File: config.mk
export PLATFORM = sky130hd
export DESIGN_NAME = mem_fill_arbiter
export DESIGN_NICKNAME = d
export VERILOG_FILES = /design/src/rtl/mem_fill_arbiter.sv
export SDC_FILE = /design/constraint.sdc
export NUM_CORES = 1
export LEC_CHECK = 0
export CELL_PAD_IN_SITES_DETAIL_PLACEMENT = 0
export CELL_PAD_IN_SITES_GLOBAL_PLACEMENT = 1
export CORE_MARGIN = 3
export CORE_UTILIZATION = 19
export DETAILED_ROUTE_END_ITERATION = 8
export GPL_ROUTABILITY_DRIVEN = 1
export PLACE_DENSITY_LB_ADDON = 0.1
export SYNTH_ARGS = -nofsm -noshare
export SYNTH_HDL_FRONTEND = slang
export SYNTH_SLANG_ARGS = --single-unit
File: constraint.sdc
create_clock -name clk -period 1.75 [get_ports clk]
set_input_delay 0.35 -clock clk [delete_from_list [all_inputs] [get_ports clk]]
set_output_delay 0.35 -clock clk [all_outputs]
set_load 0.01 [all_outputs]
File: src/rtl/mem_fill_arbiter.sv
// Shared main-memory sequencer: I/D cache block fills and D-side write-through stores.
module mem_fill_arbiter #(
  parameter int unsigned WORDS_PER_BLOCK = 8,
  parameter int unsigned MEM_LATENCY     = 4
) (
  input  logic                               clk,
  input  logic                               rst_n,
  input  logic                               i_miss,
  input  logic [15:0]                        i_miss_addr,
  input  logic                               d_miss,
  input  logic [15:0]                        d_miss_addr,
  input  logic                               d_wr,
  input  logic [15:0]                        d_wr_addr,
  input  logic [15:0]                        d_wr_data,
  output logic [15:0]                        mem_addr,
  output logic                               mem_enable,
  output logic                               mem_wr,
  output logic [15:0]                        mem_data_in,
  input  logic [15:0]                        mem_data_out,
  input  logic                               mem_data_valid,
  output logic [15:0]                        fill_data,
  output logic [$clog2(WORDS_PER_BLOCK)-1:0] fill_word,
  output logic                               i_fill_we,
  output logic                               d_fill_we,
  output logic                               i_done,
  output logic                               d_done,
  output logic                               d_wr_done,
  output logic                               busy
);

  localparam int unsigned ADDR_W     = 16;
  localparam int unsigned WORD_IDX_W = $clog2(WORDS_PER_BLOCK);
  localparam int unsigned CNT_W      = WORD_IDX_W + 1;
  localparam logic [ADDR_W-1:0] OFFSET_MASK = ADDR_W'(2 * WORDS_PER_BLOCK - 1);

  typedef enum logic [1:0] {
    IDLE  = 2'd0,
    WRITE = 2'd1,
    FILL  = 2'd2
  } state_t;

  state_t                  state;
  logic                    owner_d;
  logic [ADDR_W-1:0]       base;
  logic [CNT_W-1:0]        issue_cnt;
  logic [WORD_IDX_W-1:0]   ret_cnt;

  logic                    issuing_c;
  logic                    ret_accept_c;
  logic                    ret_last_c;

  // Returns are tracked by mem_data_valid, so the latency only documents the memory contract.
  logic [31:0] unused_mem_latency;
  assign unused_mem_latency = 32'(MEM_LATENCY);

  // Issue phase covers the first WORDS_PER_BLOCK FILL cycles; a return is only
  // accepted while a read of this fill is still outstanding.
  assign issuing_c    = (state == FILL) && (issue_cnt < CNT_W'(WORDS_PER_BLOCK));
  assign ret_accept_c = (state == FILL) && mem_data_valid && ({1'b0, ret_cnt} < issue_cnt);
  assign ret_last_c   = ret_accept_c && (ret_cnt == WORD_IDX_W'(WORDS_PER_BLOCK - 1));

  // State, owner, block base and issue/return counters.
  always_ff @(posedge clk) begin
    if (!rst_n) begin
      state     <= IDLE;
      owner_d   <= 1'b0;
      base      <= '0;
      issue_cnt <= '0;
      ret_cnt   <= '0;
    end else begin
      case (state)
        IDLE: begin
          issue_cnt <= '0;
          ret_cnt   <= '0;
          if (d_wr) begin
            state <= WRITE;
          end else if (d_miss) begin
            state   <= FILL;
            owner_d <= 1'b1;
            base    <= d_miss_addr & ~OFFSET_MASK;
          end else if (i_miss) begin
            state   <= FILL;
            owner_d <= 1'b0;
            base    <= i_miss_addr & ~OFFSET_MASK;
          end
        end
        WRITE: begin
          state <= IDLE;
        end
        FILL: begin
          if (issuing_c) begin
            issue_cnt <= issue_cnt + CNT_W'(1);
          end
          if (ret_accept_c) begin
            ret_cnt <= ret_cnt + WORD_IDX_W'(1);
            if (ret_last_c) begin
              state <= IDLE;
            end
          end
        end
        default: begin
          state <= IDLE;
        end
      endcase
    end
  end

  // Output decode; everything reads zero while reset is asserted and in IDLE.
  always_comb begin
    mem_addr    = '0;
    mem_enable  = 1'b0;
    mem_wr      = 1'b0;
    mem_data_in = '0;
    fill_data   = '0;
    fill_word   = '0;
    i_fill_we   = 1'b0;
    d_fill_we   = 1'b0;
    i_done      = 1'b0;
    d_done      = 1'b0;
    d_wr_done   = 1'b0;
    busy        = 1'b0;
    if (rst_n) begin
      case (state)
        WRITE: begin
          busy        = 1'b1;
          mem_enable  = 1'b1;
          mem_wr      = 1'b1;
          mem_addr    = d_wr_addr;
          mem_data_in = d_wr_data;
          d_wr_done   = 1'b1;
        end
        FILL: begin
          busy = 1'b1;
          if (issuing_c) begin
            mem_enable = 1'b1;
            mem_addr   = base + ADDR_W'({issue_cnt[WORD_IDX_W-1:0], 1'b0});
          end
          if (ret_accept_c) begin
            fill_data = mem_data_out;
            fill_word = ret_cnt;
            i_fill_we = !owner_d;
            d_fill_we = owner_d;
            i_done    = ret_last_c && !owner_d;
            d_done    = ret_last_c && owner_d;
          end
        end
        default: begin
          busy = 1'b0;
        end
      endcase
    end
  end

endmodule

### Word level (Yosys, flattened, before mapping)

Cells that the tools add are included.

| storage, ports and cells | value |
|---|---|
| flip-flop bits (word level) | 26 |
| input bits | 86 |
| output and inout port bits | 59 |
| word-level logic and storage cells | 77 |

| operators by class | value |
|---|---|
| add/subtract/negate cells | 3 |
| order comparisons | 2 |
| equality and inequality tests | 7 |
| multiplexer cells | 44 |
| bitwise operators | 1 |
| reduce and logical (&&, ||, !) cells | 15 |

Operators by type and width:

| kind | number |
|---|---|
| 16-bit 2-to-1 mux | 9 |
| 16-bit one-hot mux with 2 select lines | 1 |
| 1-bit 2-to-1 mux | 20 |
| 16-bit by 4-bit adder with 16-bit output | 1 |
| 3-bit 2-to-1 mux | 4 |
| 2-bit 2-to-1 mux | 5 |
| 4-bit one-hot mux with 2 select lines | 1 |
| 1-bit logical AND | 6 |
| 2-bit inequality test, second input constant | 3 |
| 3-bit one-hot mux with 2 select lines | 1 |
| 3-bit AND reduction | 2 |
| 4-bit by 1-bit adder with 4-bit output, second input constant | 1 |
| 3-bit by 4-bit less-than comparator with 1-bit output | 1 |
| 4-bit less-than comparator, second input constant | 1 |
| 4-bit 2-to-1 mux | 1 |
| 4-bit inequality test, second input constant | 1 |
| 2-bit one-hot mux with 2 select lines | 1 |
| 2-bit AND reduction | 2 |
| 2-bit nonzero test | 2 |
| 3-bit by 1-bit adder with 3-bit output, second input constant | 1 |
| 3-bit equality test, second input constant | 1 |
| 2-bit by 1-bit equality test with 1-bit output, second input constant | 1 |
| 2-bit equality test, second input constant | 1 |
| 2-bit zero test | 1 |
| other kinds (4) | 4 |

### Depth between registers and ports, before layout

| logic depth | value |
|---|---|
| word-level depth | 8 |
| gate-level depth with buffers | 8 |
| mapped depth without buffers | 6 |

### Worst setup path after synthesis

OpenSTA, ideal clock, no wires.

| timing | value |
|---|---|
| kind | register to output |
| start point | register issue_cnt[1] |
| end point | output i_done |
| data arrival time | 1,586 ps |
| required time | 1,400 ps |
| path slack | -186 ps |
| cell stages (with the launch flop) | 7 |
| cell sequence | dfxtp_1 -> inv_1 -> ha_1 -> nor2_1 -> o311ai_4 -> nor4_2 -> and2_1 |

| on the way | value |
|---|---|
| word-level cells in the longest chain between the ends | 7 |

RTL lines:

| what | RTL line | text |
|---|---|---|
| start, declared | 45 | `logic [CNT_W-1:0] issue_cnt;` |
| start signal, assigned | 92 | `issue_cnt <= issue_cnt + CNT_W'(1);` |
| 3-bit by 4-bit less-than comparator with 1-bit output * | 59 | `assign ret_accept_c = (state == FILL) && mem_data_valid && ({1'b0, ret_cnt} < issue_cnt);` |
| 1-bit logical AND * | 59 |  |
| 1-bit logical AND | 60 | `assign ret_last_c = ret_accept_c && (ret_cnt == WORD_IDX_W'(WORDS_PER_BLOCK - 1));` |
| 1-bit logical AND | 143 | `i_done = ret_last_c && !owner_d;` |
| 1-bit 2-to-1 mux * | 138 | `if (ret_accept_c) begin` |
| 1-bit 2-to-1 mux * | 123 | `case (state)` |
| 1-bit 2-to-1 mux * | 122 | `if (rst_n) begin` |
| end, declared | 25 | `output logic i_done,` |

Every way passes the cells marked *; elsewhere a longest branch is shown, timed or not.

### Worst setup path after layout

| timing | value |
|---|---|
| start point | register issue_cnt[2] |
| end point | output d_done |

| on the way | value |
|---|---|
| word-level cells in the longest chain between the ends | 7 |

RTL lines:

| what | RTL line | text |
|---|---|---|
| 3-bit by 4-bit less-than comparator with 1-bit output * | 59 |  |
| 1-bit logical AND * | 59 |  |
| 1-bit logical AND | 60 |  |
| 1-bit logical AND | 144 | `d_done = ret_last_c && owner_d;` |
| 1-bit 2-to-1 mux * | 138 |  |
| 1-bit 2-to-1 mux * | 123 |  |
| 1-bit 2-to-1 mux * | 122 |  |
| end, declared | 26 | `output logic d_done,` |

Marked as above.

==> results.txt <==
final instance area = 3860 um2
Root Buffer = clkbuf_8
port bufs = 136
maximum root-to-sink buffer count = 2
peak supply drop = 0.273 mV
Vias = 2156
count of final hold-check violations = 0
Max FO, Critical Path = 6
met2 Resource Use GR = 22.6%
Setup Skew = 0.000703 ns
unrepaired setup endpoints after global routing = yes
setup violators final = 55
met3 usage = 2.08%
Yosys cell types = 37
Setup crit start kind = flip-flop
commonest non-fill, non-tap cell in the layout = clkdlybuf4s50_1
fin crit share = 127%
max-slew violation count = 0
Residual DRC = 0
gpl congestion = 0.736
total core area = 8460 um2
Tightest Pin Transition = 0.292 ns
Area growth, synth to finish = 127%
Post-DP Area = 3500 um2
Final min period = 2.22 ns
vias per inst = 4.35
Slew HR = 80.3%
fraction of the yosys area taken by sequential cells = 25.9%
static leakage = 1.70 nW
WL/cell = 14.0 um
ANT cells = 0
global route hottest layer = met2
num rows = 33
DRT iter0 DRCs = 45
Core Util, Final = 45.6%
Hold WC Path Type = flip-flop to flip-flop
outcome = complete, but fails checks
worst hold slack = 0.515 ns
Ports = 145
Worst Setup End Kind = output port
Max Clk Rate = 451 MHz
Mapped Nets = 308
HPWL after detailed placement = 5230 um
initial antenna violation count = 0
mean post-synth cell area = 7.93 um2
die area = 10100 um2
drt pass-1 iters = 4
Post-Synthesis Cells = 214
DIE HEIGHT = 101 um
initial core utilization = 20.1%
number of global-route vias before repair = 2100
clk sinks = 22
Pwr Total = 1.79 mW
largest net degree at the start of global routing = 26
Final nets = 486
layout cells sized above 1 = 48.1%
Clock transition at path regs = 0.08 ns
first-pass GRT wire length = 10700 um
failing checks = negative setup slack
fin worst setup slack = -0.469 ns
final WL = 6930 um
H-tree levels = 1
CTS tree = yes
Overflow after GRT = 0
CTS buffer count = 3
Skew-Pair Late Insertion Delay = 0.26 ns
max cap viols = 0
flops & latches, synth = 22
pwr/cell area = 464 nW/um2
Mapped Area = 1700 um2
Critical Path RT = 1.40 ns
DP Worst Slack = -0.714 ns
WS Path Type = flip-flop to output port
Syn. warnings = 0
Worst EP arrival = 1.87 ns
GRT Total Usage = 13.2%
met1 Usage GRT = 17.6%
commonest cells after routing, fill and taps aside = clkdlybuf4s50_1, buf_6, buf_4
Final ANT Viol Nets = 0
Die Wd = 101 um
==> flip-flops by register name, indices dropped and copies added (netlist names) <==
| name | count |
|---|---|
| ret_cnt | 3 |
| issue_cnt | 4 |
| base | 12 |
| owner_d | 1 |
| state | 2 |
==> cell families after synthesis <==
group	synth area share, %
mux	7.66
simple gates	31.4
compound gates	21.6
fa+ha+maj	5.90
buf+inv	7.52
flops	25.9
==> Yosys cell counts, drive strengths merged <==
master,instances,area (um2)
o2bb2ai,1,8.76
mux2i,13,130
nor2,35,134
inv,7,26.3
a211oi,12,90.1
nor3,2,21.3
nor4,2,18.8
nand3,3,15.0
o311a,1,11.3
nand2b,3,26.3
o211ai,3,22.5
a21oi,7,35.0
o21ai,4,20.0
clkbuf,9,33.8
nand2,6,22.5
or3,1,6.26
and2b,1,7.51
ha,8,100
and2,22,138
nor2b,1,6.26
and3,18,113
a22oi,17,128
nand4,1,6.26
o311ai,3,43.8
o21a,1,7.51
buf,10,67.6
nor3b,1,18.8
dfxtp,22,440
==> final timing paths <==
| path | start | endpoint | slack (ns) | cells after the start |
|---|---|---|---|---|
| max reg2reg | issue_cnt[1] | ret_cnt[0] | 0.04 | 8 |
| min reg2reg | base[14] | base[14] | 0.51 | 2 |
| min | base[14] | base[14] | 0.51 | 2 |
| max | issue_cnt[2] | d_done | -0.47 | 9 |
==> final cells by class <==
type	instances	area (um2)
inverter	7	33.8
clock buffer	4	55.1
tap	105	131
multi-input combinational	166	1390
timing repair buffer	192	1800
sequential	22	448
fill	860	4600
==> where the power goes <==
group | switching (mW) | internal [mW] | total, mW | leakage, nW
Combinational | 0.344 | 0.494 | 0.839 | 1.48
Sequential | 0.0340 | 0.544 | 0.578 | 0.182
Clock | 0.175 | 0.201 | 0.376 | 0.0288
==> through the flow <==
step           TNS [ns]  cells
2_1_floorplan     -2.54    214
3_3_place_gp     -33.62    472
3_5_place_dp     -33.80    472
4_1_cts          -14.65    494
5_1_grt          -17.38    496
6_report         -12.79    496
==> layer usage <==
| metal | part of all wire (%) | vias up |
|---|---|---|
| met5 | 0 | - |
| met4 | 0.39 | 0 |
| met3 | 7.2 | 2 |
| met2 | 49 | 75 |
| met1 | 44 | 956 |
| li1 | - | 1123 |
==> critical path, stage by stage, from the launching register on <==
cell and delay [ns]:
dfxtp_2 0.34, inv_2 0.06, ha_4 0.26, nand2b_4 0.06
o311ai_4 0.31, nor3_4 0.06, buf_6 0.14, buf_12 0.12
and3_4 0.14, buf_6 0.11
==> timing repair <==
action                     CTS  global route
cloned                       2             0
gates resized for setup    310            23
pin swaps                   22            12
buffers inserted            16             6
setup endpoints to repair   59            44
hold buffers                 0             0
No activity file was read; power rests on OpenSTA's default activity.
